===== src/rtl/fifo_bus_lector.sv =====
`default_nettype none
// +--------------------------------------------------------------------------+
// | fifo_bus_lector: drains the agent FIFO one word at a time onto the bus   |
// | through a request/grant handshake. Option macro: GRANT_TIMEOUT_EN.       |
// | Revision: 1.0                                                            |
// +--------------------------------------------------------------------------+
module fifo_bus_lector #(
   parameter int WIDTH   = 16,
   parameter int TIMEOUT = 15
) (
   input  logic             clk,
   input  logic             reset,
   input  logic             pndng_i,
   input  logic [WIDTH-1:0] dato_i,
   output logic             pop_o,
   output logic             bus_req_o,
   input  logic             bus_gnt_i,
   output logic             bus_push_o,
   output logic [WIDTH-1:0] bus_dato_o,
   output logic             busy_o,
   output logic [15:0]      sent_cnt_o,
   output logic             timeout_o
);

   typedef enum logic [1:0] {
      S_IDLE = 2'd0,
      S_REQ  = 2'd1,
      S_SEND = 2'd2
   } state_t;

   state_t           r_state;
   logic [WIDTH-1:0] r_hold;

   if (TIMEOUT < 1) begin : g_timeout_chk
      $error("fifo_bus_lector: TIMEOUT must be at least 1");
   end

`ifdef GRANT_TIMEOUT_EN
   localparam int                c_wait_w    = (TIMEOUT > 1) ? $clog2(TIMEOUT) : 1;
   localparam logic [c_wait_w-1:0] c_wait_last = c_wait_w'(TIMEOUT - 1);

   logic [c_wait_w-1:0] r_wait;
`else
   assign timeout_o = 1'b0;
`endif

   always_ff @(posedge clk or posedge reset) begin
      if (reset) begin
         r_state    <= S_IDLE;
         r_hold     <= '0;
         pop_o      <= 1'b0;
         bus_req_o  <= 1'b0;
         bus_push_o <= 1'b0;
         bus_dato_o <= '0;
         busy_o     <= 1'b0;
         sent_cnt_o <= 16'd0;
`ifdef GRANT_TIMEOUT_EN
         r_wait     <= '0;
         timeout_o  <= 1'b0;
`endif
      end else begin
         pop_o      <= 1'b0;
         bus_push_o <= 1'b0;
`ifdef GRANT_TIMEOUT_EN
         timeout_o  <= 1'b0;
`endif
         case (r_state)
            S_IDLE: begin
               if (pndng_i) begin
                  r_hold    <= dato_i;
                  pop_o     <= 1'b1;
                  bus_req_o <= 1'b1;
                  busy_o    <= 1'b1;
                  r_state   <= S_REQ;
`ifdef GRANT_TIMEOUT_EN
                  r_wait    <= '0;
`endif
               end
            end
            S_REQ: begin
               // A grant arriving on the expiry edge still wins.
               if (bus_gnt_i) begin
                  bus_push_o <= 1'b1;
                  bus_dato_o <= r_hold;
                  r_state    <= S_SEND;
               end
`ifdef GRANT_TIMEOUT_EN
               else if (r_wait == c_wait_last) begin
                  bus_req_o <= 1'b0;
                  busy_o    <= 1'b0;
                  timeout_o <= 1'b1;
                  r_state   <= S_IDLE;
               end else begin
                  r_wait <= r_wait + 1'b1;
               end
`endif
            end
            S_SEND: begin
               bus_req_o  <= 1'b0;
               busy_o     <= 1'b0;
               sent_cnt_o <= sent_cnt_o + 16'd1;
               r_state    <= S_IDLE;
            end
            default: begin
               bus_req_o <= 1'b0;
               busy_o    <= 1'b0;
               r_state   <= S_IDLE;
            end
         endcase
      end
   end

endmodule
`default_nettype wire


===== config.mk =====
export PLATFORM = sky130hd
export DESIGN_NAME = fifo_bus_lector
export DESIGN_NICKNAME = d
export VERILOG_FILES = /design/src/rtl/fifo_bus_lector.sv
export SDC_FILE = /design/constraint.sdc
export NUM_CORES = 1
export LEC_CHECK = 0
export BUFFER_PORTS_ARGS = -buffer_cell sky130_fd_sc_hd__buf_2
export CORE_ASPECT_RATIO = 1.2
export CORE_MARGIN = 5
export CORE_UTILIZATION = 45
export DETAILED_ROUTE_END_ITERATION = 12
export PLACE_DENSITY = 0.79
export SLEW_MARGIN = 30
export SYNTH_ARGS = -nofsm -noshare
export SYNTH_HDL_FRONTEND = slang
export SYNTH_SLANG_ARGS = --single-unit
export TNS_END_PERCENT = 5

===== constraint.sdc =====
create_clock -name clk -period 1.4 [get_ports clk]
set_input_delay 0.14 -clock clk [delete_from_list [all_inputs] [get_ports clk]]
set_output_delay 0.14 -clock clk [all_outputs]
set_load 0.1 [all_outputs]

## Yosys cells after proc, flatten, opt, wreduce, memory -nomap -nowiden

Cells that the tools add are included.

| storage, ports and cells | value |
|---|---|
| register bits | 53 |
| output and inout bits | 37 |

| operators by class | value |
|---|---|
| add/sub/neg operators | 1 |
| eq/ne operators | 4 |
| multiplexer cells | 9 |
| bitwise logic cells | 1 |
| reductions and logical operators | 5 |

Operators by type and width:

| cell | count |
|---|---|
| 16-bit by 1-bit adder with 16-bit output, second input constant | 1 |
| 2-bit AND reduction | 4 |
| 1-bit 2-to-1 mux | 5 |
| 2-bit 2-to-1 mux | 2 |
| 2-bit inequality test, second input constant | 2 |
| 2-bit case mux with 2 select lines | 1 |
| 2-bit by 1-bit equality test with 1-bit output, second input constant | 1 |
| 2-bit equality test, second input constant | 1 |
| 2-bit logical NOT | 1 |
| 1-bit case mux with 2 select lines | 1 |
| 1-bit NOT | 1 |

## Logic depth before layout (Yosys ltp)

Gate-level depths: netlist (run 1).

| depth | value |
|---|---|
| depth in word-level cells | 3 |
| mapped depth | 6 |
| gate-level depth less buffers | 5 |

## Worst setup path after synthesis (run 1)

OpenSTA, ideal clock, no wires.

| timing path | value |
|---|---|
| path kind | reg2reg |
| start | reg sent_cnt_o[7] |
| end | reg sent_cnt_o[15] |
| library setup time | 158 ps |
| data arrival time | 2009 ps |
| required time | 1242 ps |
| slack | -767 ps |
| stages on the path, launching flop included | 5 |
| buffers on the path | 0 |
| clock period less this slack | 2167 ps |
| cell sequence | dfrtp_1 -> nand3_1 -> nor4_2 -> nand3_1 -> xnor2_1 |

| between the ends | value |
|---|---|
| longest elaborated chain between the ends | 1 |

Ends and longest elaborated chain:

| what | line | RTL |
|---|---|---|
| start, declared | 21 | `output logic [15:0] sent_cnt_o,` |
| start signal, assigned | 101 | `sent_cnt_o <= sent_cnt_o + 16'd1;` |
| 16-bit by 1-bit adder with 16-bit output | 101 |  |

No other way between the ends.
A chain may end at the register's enable or synchronous reset.

## Final worst setup path (run 1)

| timing path | value |
|---|---|
| start | reg r_state[0] |
| end | reg r_hold[9] |

| between the ends | value |
|---|---|
| longest elaborated chain between the ends | 2 |

Ends and longest elaborated chain:

| what | line | RTL |
|---|---|---|
| start, declared | 31 | `state_t r_state;` |
| start signal, assigned | 49 | `r_state <= S_IDLE;` |
| start signal, assigned | 74 | `r_state <= S_REQ;` |
| start signal, assigned | 85 | `r_state <= S_SEND;` |
| 2-bit logical NOT | 67 | `case (r_state)` |
| 2-bit AND reduction (no source line) | - |  |
| end signal, assigned | 70 | `r_hold <= dato_i;` |
| end, declared | 32 | `logic [WIDTH-1:0] r_hold;` |

No other way between the ends.

==> results of run 1 <==
-- final timing paths --
path                                 start             end  slack (ns)  cells past startpoint
worst min-delay path             bus_gnt_i      r_state[0]        0.03                      2
max in group asynchronous            reset   sent_cnt_o[1]        0.53                      4
worst max-delay path            r_state[0]       r_hold[9]        0.03                      3
worst min register to register  r_hold[11]  bus_dato_o[11]        0.47                      2
min in group asynchronous            reset  sent_cnt_o[13]        0.35                      3
worst max register to register  r_state[0]       r_hold[9]        0.03                      3
-- sequential cells by signal (all words and copies together), names as in the netlist --
name and cells:
busy_o 1, sent_cnt_o 16, bus_push_o 1, r_hold 16
r_state 2, bus_dato_o 16, pop_o 1
-- metal layers --
metal	wire (um)	vias up	share of wire (%)	global-route usage, %
met5	0	-	0	0
met4	46	0	1.1	3.52
met3	241	5	5.9	4.38
met2	2050	39	50	23.5
met1	1740	699	43	17.8
li1	-	703	-	-
-- per-stage QoR --
step	cells	hold WS, ns	instance area [sq um]	TNS (ns)
2_1_floorplan	178	0.235	2190	-5.16
3_3_place_gp	292	0.132	2580	0
3_5_place_dp	292	0.134	2580	0
4_1_cts	301	0.0306	2690	0
5_1_grt	301	0.0231	2730	-0.156
6_report	301	0.0336	2730	0
-- placed cells by master, fill, tap and decap left out, drive strengths merged --
master	instances
a211oi	1
a21o	1
and3	2
buf	61
clkbuf	8
clkinv	1
clkinvlp	2
conb	1
dfrtp	53
dlygate4sd3	1
ha	1
inv	4
mux2	17
nand2	53
nand2b	1
nand3	7
nand4	3
nand4b	1
nor2	2
nor2b	1
nor3	4
nor3b	1
nor4	1
nor4b	1
xnor2	7
xor2	8
-- cell type report --
type,instances,area (sq um)
Sequential cell,53,1350
Tap cell,58,72.6
Fill cell,410,1870
Timing Repair Buffer,64,375
Multi-Input combinational cell,113,827
Clock inverter,2,15.0
Clock buffer,6,72.6
Inverter,5,18.8
-- timing repair --
| action | 4_1_cts | 5_1_grt |
|---|---|---|
| hold endpoints to repair | 15 | 0 |
| buffers inserted | 0 | 0 |
| hold buffers | 1 | 0 |
| pin swaps | 0 | 2 |
| gates cloned | 0 | 0 |
| endpoints found under the setup margin | 3 | 11 |
| gates resized for setup | 2 | 9 |
-- logic make-up (layout without fill, tap and decap cells) --
| logic type | after synthesis | count (layout) | synth area share [%] |
|---|---|---|---|
| buffers and inverters | 12 | 77 | 3.12 |
| xor gates and xnor gates | 15 | 15 | 6.18 |
| and+or+nand+nor | 77 | 77 | 17.9 |
| other | 1 | 1 | 0.176 |
| adders and majority gates | 1 | 1 | 0.588 |
| AOI/OAI and AO/OA | 2 | 2 | 0.706 |
| muxes | 17 | 17 | 9.00 |
| DFF | 53 | 53 | 62.4 |
-- worst max-delay path: cells and delay by family, from the launching register on --
family	cells	cell delay, ns
and+or+nand+nor	1	0.25
buffers and inverters	1	0.19
muxes	1	0.35
DFF	1	0.45
==> results.tsv, run 1 <==
metric	value	unit
ANT cells	0	
crit path kind	flop to flop	
number of port buffers	55	
routed wire length	4070	um
post-route worst setup slack	0.0336	ns
Final Cycle Share	97.6	%
Worst Path Arrival	1.56	ns
Async SR Flop Fraction	100	%
Area Growth Syn to Fin	28.2	%
post-synth top area share	62.4	%
Final Skew	0.00563	ns
CP Data Required Time	1.59	ns
IO Pins	57	
register area share after synthesis	62.4	%
# clock sinks	53	
Clock transition at path regs	0.09	ns
Mapped Cells	178	
Final setup viols	0	
Remaining DRCs	0	
# nets final	263	
CTS tree	built	
status	finished clean	
top_reg_cell synth	dfrtp_1	
Post-Synthesis Cell Area	0.00213	sq mm
H-tree level count	2	
Post-Place Setup Slack	0.0205	ns
Clock Tree Buf Depth	2	
list of most frequent post-synthesis cells	dfrtp_1 (53), nand2_1 (53), mux2_2 (17)	
Post-synth EDFFs	0	
critical path's slowest cell	dfrtp_2	
Yosys reg bits	53	
maximum single-stage delay on the critical path	0.45	ns
CP Cell Sequence	nor3b_2 > buf_12 > mux2_2	
final RePlAce weighted congestion	0.678	
root buffer cell	clkbuf_8	
layout cells sized above 1	49.0	%
Max Slew Vio Count	0	
GR Overflow Total	0	
fmax	0.732	GHz
average wire per standard cell	13.5	um
biggest area consumer among synthesized cells	dfrtp_1	
max-cap violations	0	
die area	0.00621	sq mm
initial antenna violation count	0	
Pre-antenna DRT Iters	4	
die width	72.8	um
global-route wire length before repair	6920	um
RSZ-0062 raised after global routing	true	
Synth warnings	0	
Avg Inst Size Synth	11.9	sq um
Worst setup EP type	flop	
GRT Overall Usage	14.1	%
number of global-route vias before repair	1525	
Syn Nets	199	
height of the die	85.3	um
hpwl dp	2950	um
Startpoint Class	flop	
Iter 0 DRT Violations	50	
Layout Utilization	59.3	%
Hold Violations, Final	0	
clk_lat worst skew	0.30	ns
CTS Buf Count	5	
pin count of the biggest net entering global routing	39	
Core Area	0.00459	sq mm
minimum clock period	1.37	ns
CP Max Fanout	18	
Starting Density	46.3	%
row count	27	
type of the tightest min-delay check	primary input to flop	
Synth area leaders	dfrtp_1 (62%), nand2_1 (9.4%), mux2_2 (9.0%), xor2_1 (3.3%), xnor2_1 (2.9%)	
via count	1446	
distinct cell type count after synthesis	28	
vias per inst	4.80	
post-route ant nets	0	
Power of run 1 is not shown: default switching activity piles up to over one toggle a cycle in this logic, so the estimate is an artifact.
==> inputs of run 2 (changes only) <==
CELL_PAD_IN_SITES_DETAIL_PLACEMENT = 2   (was not set)
CELL_PAD_IN_SITES_GLOBAL_PLACEMENT = 2   (was not set)
CORE_UTILIZATION = 30   (was 45)
PLACE_DENSITY = not set   (was 0.79)
PLACE_DENSITY_LB_ADDON = 0.1   (was not set)
==> run 2 against run 1 <==
Net effect: the run now ends with negative setup slack left; count of clock-buffer cells in the layout increased by 1; via count increased by 4.8%; global-route usage decreased by 0.80 points; cell area increased by 1.7%; register-to-register slack got worse by 0.08 ns; sequential share of layout area decreased by 0.78 points; clock skew decreased by 0.0020 ns; critical path type unchanged; critical endpoint is now sent_cnt_o[13]; largest cell class unchanged.
==> results.tsv, run 2 (same netlist as run 1, synthesis figures left out) <==
metric	value	unit	change
hold path startpoint	dato_i[2]		was bus_gnt_i
Final setup viols	18		was 0
Clock transition at path regs	0.09	ns	about the same
Area Growth Syn to Fin	30.4	%	was 28.2%
max-cap violations	0		unchanged
Final Cycle Share	103	%	was 97.6%
Worst Path Arrival	1.64	ns	was 1.56 ns
RSZ-0062 raised after global routing	true		unchanged
Post-Place Setup Slack	-0.0230	ns	was 0.0205 ns
GRT Overall Usage	13.3	%	was 14.1%
average wire per standard cell	16.6	um	was 13.5 um
routed wire length	5520	um	was 4070 um
DP Area	0.00264	sq mm	was 0.00258 sq mm
crit path buf inv count	0		was 1
post-route worst setup slack	-0.0416	ns	was 0.0336 ns
failing checks	negative setup slack		
Startpoint Class	flop		unchanged
CP Launch Point	r_state[0]		unchanged
number of global-route vias before repair	1805		was 1525
hpwl dp	4130	um	was 2950 um
IO Pins	57		unchanged
Remaining DRCs	0		unchanged
# nets final	265		was 263
row count	33		was 27
Cells after DPL	323		was 292
maximum single-stage delay on the critical path	0.46	ns	was 0.45 ns
R2R Path Start	r_state[0]		unchanged
Pre-antenna DRT Iters	4		unchanged
cell area after layout	0.00277	sq mm	was 0.00273 sq mm
footprint of the multi-input gates	825	sq um	was 827 sq um
CP Cell Sequence	nand4b_1 > nor4_4 > nand3_1 > xnor2_1		was nor3b_2 > buf_12 > mux2_2
clk_lat worst skew	0.31	ns	was 0.30 ns
H-tree level count	2		unchanged
Post-CTS Setup Bufs	0		unchanged
CTS Buf Count	5		unchanged
layout cells sized above 1	49.0	%	about the same
final RePlAce weighted congestion	0.695		was 0.678
r2r setup slk	-0.04	ns	was 0.03 ns
global-route wire length before repair	9050	um	was 6920 um
Non-Filler Instances	332		was 301
fmax	0.694	GHz	was 0.732 GHz
# clock sinks	53		unchanged
Worst R2R Path Depth	4		was 3
GR Overflow Total	0		unchanged
Clock Tree Buf Depth	2		unchanged
ANT cells	0		unchanged
Max Slew Vio Count	0		unchanged
post-route ant nets	0		unchanged
vias per inst	4.57		was 4.80
Hold Crit Depth	2		unchanged
die width	86.9	um	was 72.8 um
commonest cells after routing, fill and taps aside	nand2_1 (53), buf_2 (53), dfrtp_1 (37)		was nand2_1 (53), buf_2 (53), dfrtp_1 (38)
Starting Density	31.0	%	was 46.3%
root buffer cell	clkbuf_8		unchanged
WP depth	4		was 3
CP delay by family, top	simple AND/OR/NAND/NOR gates		was flip-flops
Layout fillers	777		was 410
Iter 0 DRT Violations	28		was 50
type of the tightest min-delay check	primary input to flop		unchanged
CP Max Fanout	4		was 18
pin count of the biggest net entering global routing	54		was 39
reg2reg end	sent_cnt_o[13]		was r_hold[9]
initial antenna violation count	0		unchanged
top flop regs	bus_dato_o: 16 flops, r_hold: 16 flops, sent_cnt_o: 16 flops		unchanged
height of the die	102	um	was 85.3 um
Min Hold Slack	0.0603	ns	was 0.0336 ns
status	finished, violations left		was finished clean
worst setup path end	sent_cnt_o[13]		was r_hold[9]
FF+latch area	0.00135	sq mm	about the same
CP Data Required Time	1.60	ns	was 1.59 ns
Hold Violations, Final	0		unchanged
via count	1516		was 1446
Core Area	0.00685	sq mm	was 0.00459 sq mm
minimum clock period	1.44	ns	was 1.37 ns
die area	0.00888	sq mm	was 0.00621 sq mm
Worst setup EP type	flop		unchanged
number of port buffers	55		unchanged
Final Skew	0.00359	ns	was 0.00563 ns
critical path's slowest cell	dfrtp_2		unchanged
crit path kind	flop to flop		unchanged
CTS tree	built		unchanged
==> run 2: changes by cell type in the layout (fill, tap and decap cells not counted), moves of 2 or more <==
cell / previous run / this run
buf_4: 6 / 10
clkbuf_4: 2 / 0
nor3_1: 0 / 2
nor3_2: 3 / 1
==> run 2: how the worst min path moves through the flow <==
| stage | end | slack [ns] |
|---|---|---|
| detailed placement | sent_cnt_o[15] | 0.22 |
| floorplan | r_state[0] | 0.23 |
| finish | r_hold[2] | 0.06 |
| CTS | r_hold[2] | 0.05 |
| global placement | bus_dato_o[4] | 0.20 |
| global route | r_hold[0] | 0.05 |
==> run 2: layer usage <==
layer / track usage [%] / routed length (um) / up-vias
met2: 25.2 / 3020 / 41
met3: 4.19 / 332 / 8
met1: 13.6 / 2080 / 762
li1: - / - / 705
met5: 0 / 0 / -
met4: 4.68 / 94 / 0
==> run 2: cell type report <==
type                            instances  area share (%)
Clock buffer                            7            2.75
Sequential cell                        53            48.6
Inverter                                5           0.677
Tap cell                               87            3.93
Multi-Input combinational cell        113            29.7
Clock inverter                          1           0.271
Timing Repair Buffer                   66            14.1
==> run 2: repair_timing <==
item                       4_1_cts  5_1_grt
pin swaps                        0        3
resized for setup                5        6
setup endpoints to repair       25       26
hold buffers                     1        0
hold endpoints to repair        53        0
==> run 2: per-stage QoR <==
step	setup TNS (ns)	util, %
6_report	-0.279	40.5
5_1_grt	-1.46	40.5
4_1_cts	-0.693	40.1
3_5_place_dp	-0.217	38.4
3_3_place_gp	0	38.4
2_1_floorplan	-5.16	-
Power of run 2 is left out for the same reason.
==> inputs of run 3 (changes only) <==
CORE_MARGIN = 8   (was 5)
TNS_END_PERCENT = 10   (was 5)
==> run 3 against run 2 <==
Net effect: the flow still finishes with violations (negative setup slack); worst setup slack better by 0.0060 ns; register-to-register slack about the same; worst hold slack got worse by 0.030 ns; utilization rose by 1.5 points; clock skew grew 0.0058 ns; via count is 0.40% higher; final cell count rose by 0.90%; routed wire length rose by 3.6%; non-clock buffer count grew 3; fmax up 0.42%; sequential share of layout area down 1.8 points.
==> results.tsv, run 3 (same netlist as run 1, synthesis figures left out) <==
metric	value	unit	change
status	finished, violations left		unchanged
failing checks	negative setup slack		unchanged
r2r setup slk	-0.04	ns	about the same
global-route wire length before repair	9450	um	was 9050 um
Startpoint Class	flop		unchanged
critical path's slowest cell	dfrtp_2		unchanged
CP Max Fanout	18		was 4
final RePlAce weighted congestion	0.677		was 0.695
Min Hold Slack	0.0303	ns	was 0.0603 ns
max-cap violations	0		unchanged
die area	0.0101	sq mm	was 0.00888 sq mm
routed wire length	5720	um	was 5520 um
RSZ-0062 raised after global routing	true		unchanged
setup_tns	-0.411	ns	was -0.279 ns
Area Growth Syn to Fin	35.3	%	was 30.4%
hold path startpoint	bus_gnt_i		was dato_i[2]
reg2reg end	r_hold[6]		was sent_cnt_o[13]
post-route worst setup slack	-0.0357	ns	was -0.0416 ns
die width	92.9	um	was 86.9 um
via count	1522		was 1516
layout cells sized above 1	51.6	%	was 49.0%
Iter 0 DRT Violations	23		was 28
Clock Tree Buf Depth	2		unchanged
Remaining DRCs	0		unchanged
H-tree level count	2		unchanged
CP Cell Sequence	buf_4 > nor3b_4 > buf_12 > mux2_4		was nand4b_1 > nor4_4 > nand3_1 > xnor2_1
clk_lat worst skew	0.31	ns	about the same
height of the die	108	um	was 102 um
Hold Path End	r_state[0]		was r_hold[2]
initial antenna violation count	0		unchanged
Non-Filler Instances	335		was 332
Starting Density	31.0	%	unchanged
Final Skew	0.00939	ns	was 0.00359 ns
number of port buffers	55		unchanged
Clock transition at path regs	0.10	ns	was 0.09 ns
Max Slew Vio Count	0		unchanged
type of the tightest min-delay check	primary input to flop		unchanged
top flop regs	bus_dato_o: 16 flops, r_hold: 16 flops, sent_cnt_o: 16 flops		unchanged
# clock sinks	53		unchanged
Pre-antenna DRT Iters	4		unchanged
maximum single-stage delay on the critical path	0.42	ns	was 0.46 ns
vias per inst	4.54		was 4.57
crit path buf inv count	2		was 0
CP delay by family, top	flip-flops		was simple AND/OR/NAND/NOR gates
commonest cells after routing, fill and taps aside	nand2_1 (53), buf_2 (53), dfrtp_1 (37)		unchanged
Hold Violations, Final	0		unchanged
Worst Path Arrival	1.63	ns	was 1.64 ns
R2R Path Start	r_state[0]		unchanged
Layout fillers	751		was 777
Worst R2R Path Depth	4		unchanged
hpwl dp	4290	um	was 4130 um
GRT Overall Usage	12.0	%	was 13.3%
pin count of the biggest net entering global routing	54		unchanged
CP Data Required Time	1.60	ns	about the same
minimum clock period	1.44	ns	about the same
Core Area	0.00685	sq mm	unchanged
crit path kind	flop to flop		unchanged
FF+latch area	0.00135	sq mm	unchanged
Final Cycle Share	103	%	about the same
CTS Buf Count	5		unchanged
CTS tree	built		unchanged
number of global-route vias before repair	1789		was 1805
Post-Place Setup Slack	-0.0458	ns	was -0.0230 ns
row count	33		unchanged
IO Pins	57		unchanged
Cells after DPL	322		was 323
Hold Crit Depth	2		unchanged
GR Overflow Total	0		unchanged
# nets final	268		was 265
Worst setup EP type	flop		unchanged
root buffer cell	clkbuf_8		unchanged
average wire per standard cell	17.1	um	was 16.6 um
post-route ant nets	0		unchanged
Final setup viols	19		was 18
fmax	0.697	GHz	was 0.694 GHz
footprint of the multi-input gates	890	sq um	was 825 sq um
ANT cells	0		unchanged
## run 3: changes by cell type in the layout (fill, tap and decap cells not counted), moves of 2 or more
cell,before,now
mux2_2,17,1
mux2_4,0,16
buf_4,10,13
nor3_2,1,4
clkbuf_1,2,0
clkbuf_8,5,7
nor3_1,2,0
## run 3: worst max-delay path by stage
stage,from,to,slack [ns],cells after the start
6_report,r_state[0],r_hold[6],-0.04,4
5_1_grt,r_state[0],sent_cnt_o[15],-0.16,4
4_1_cts,r_state[0],sent_cnt_o[13],-0.03,4
3_5_place_dp,r_state[1],sent_cnt_o[12],-0.05,4
3_3_place_gp,r_state[0],sent_cnt_o[9],0.05,4
2_1_floorplan,sent_cnt_o[5],sent_cnt_o[15],-0.26,4
## run 3: metal layers
layer	wire length (um)	track usage, %	up-vias	part of all wire [%]
met4	87	4.50	0	1.5
met1	2190	12.1	771	38
li1	-	-	709	-
met3	324	3.81	6	5.7
met2	3120	22.3	36	55
met5	0	0	-	0
## run 3: cell type report
| class | count | share of cell area, % |
|---|---|---|
| multi-input cells | 113 | 30.9 |
| clock buffers | 7 | 3.35 |
| flip-flops and latches | 53 | 46.8 |
| repair buffers | 69 | 14.3 |
| clock inverters | 1 | 0.174 |
| well taps | 87 | 3.78 |
| inverters | 5 | 0.652 |
## run 3: stage by stage
| step | util, % | cell area (sq um) |
|---|---|---|
| 3_3_place_gp | 38.4 | 2630 |
| 3_5_place_dp | 38.4 | 2630 |
| 6_report | 42.0 | 2880 |
| 4_1_cts | 40.4 | 2770 |
| 5_1_grt | 42.0 | 2880 |
| 2_1_floorplan | - | 2200 |
## run 3: repair_timing
action / 4_1_cts / 5_1_grt
setup buffers: 0 / 4
pin swaps: 0 / 5
gates resized for setup: 5 / 23
endpoints found under the hold margin: 53 / 0
setup endpoints to repair: 17 / 23
hold buffers: 1 / 0
Power of run 3 is left out for the same reason.
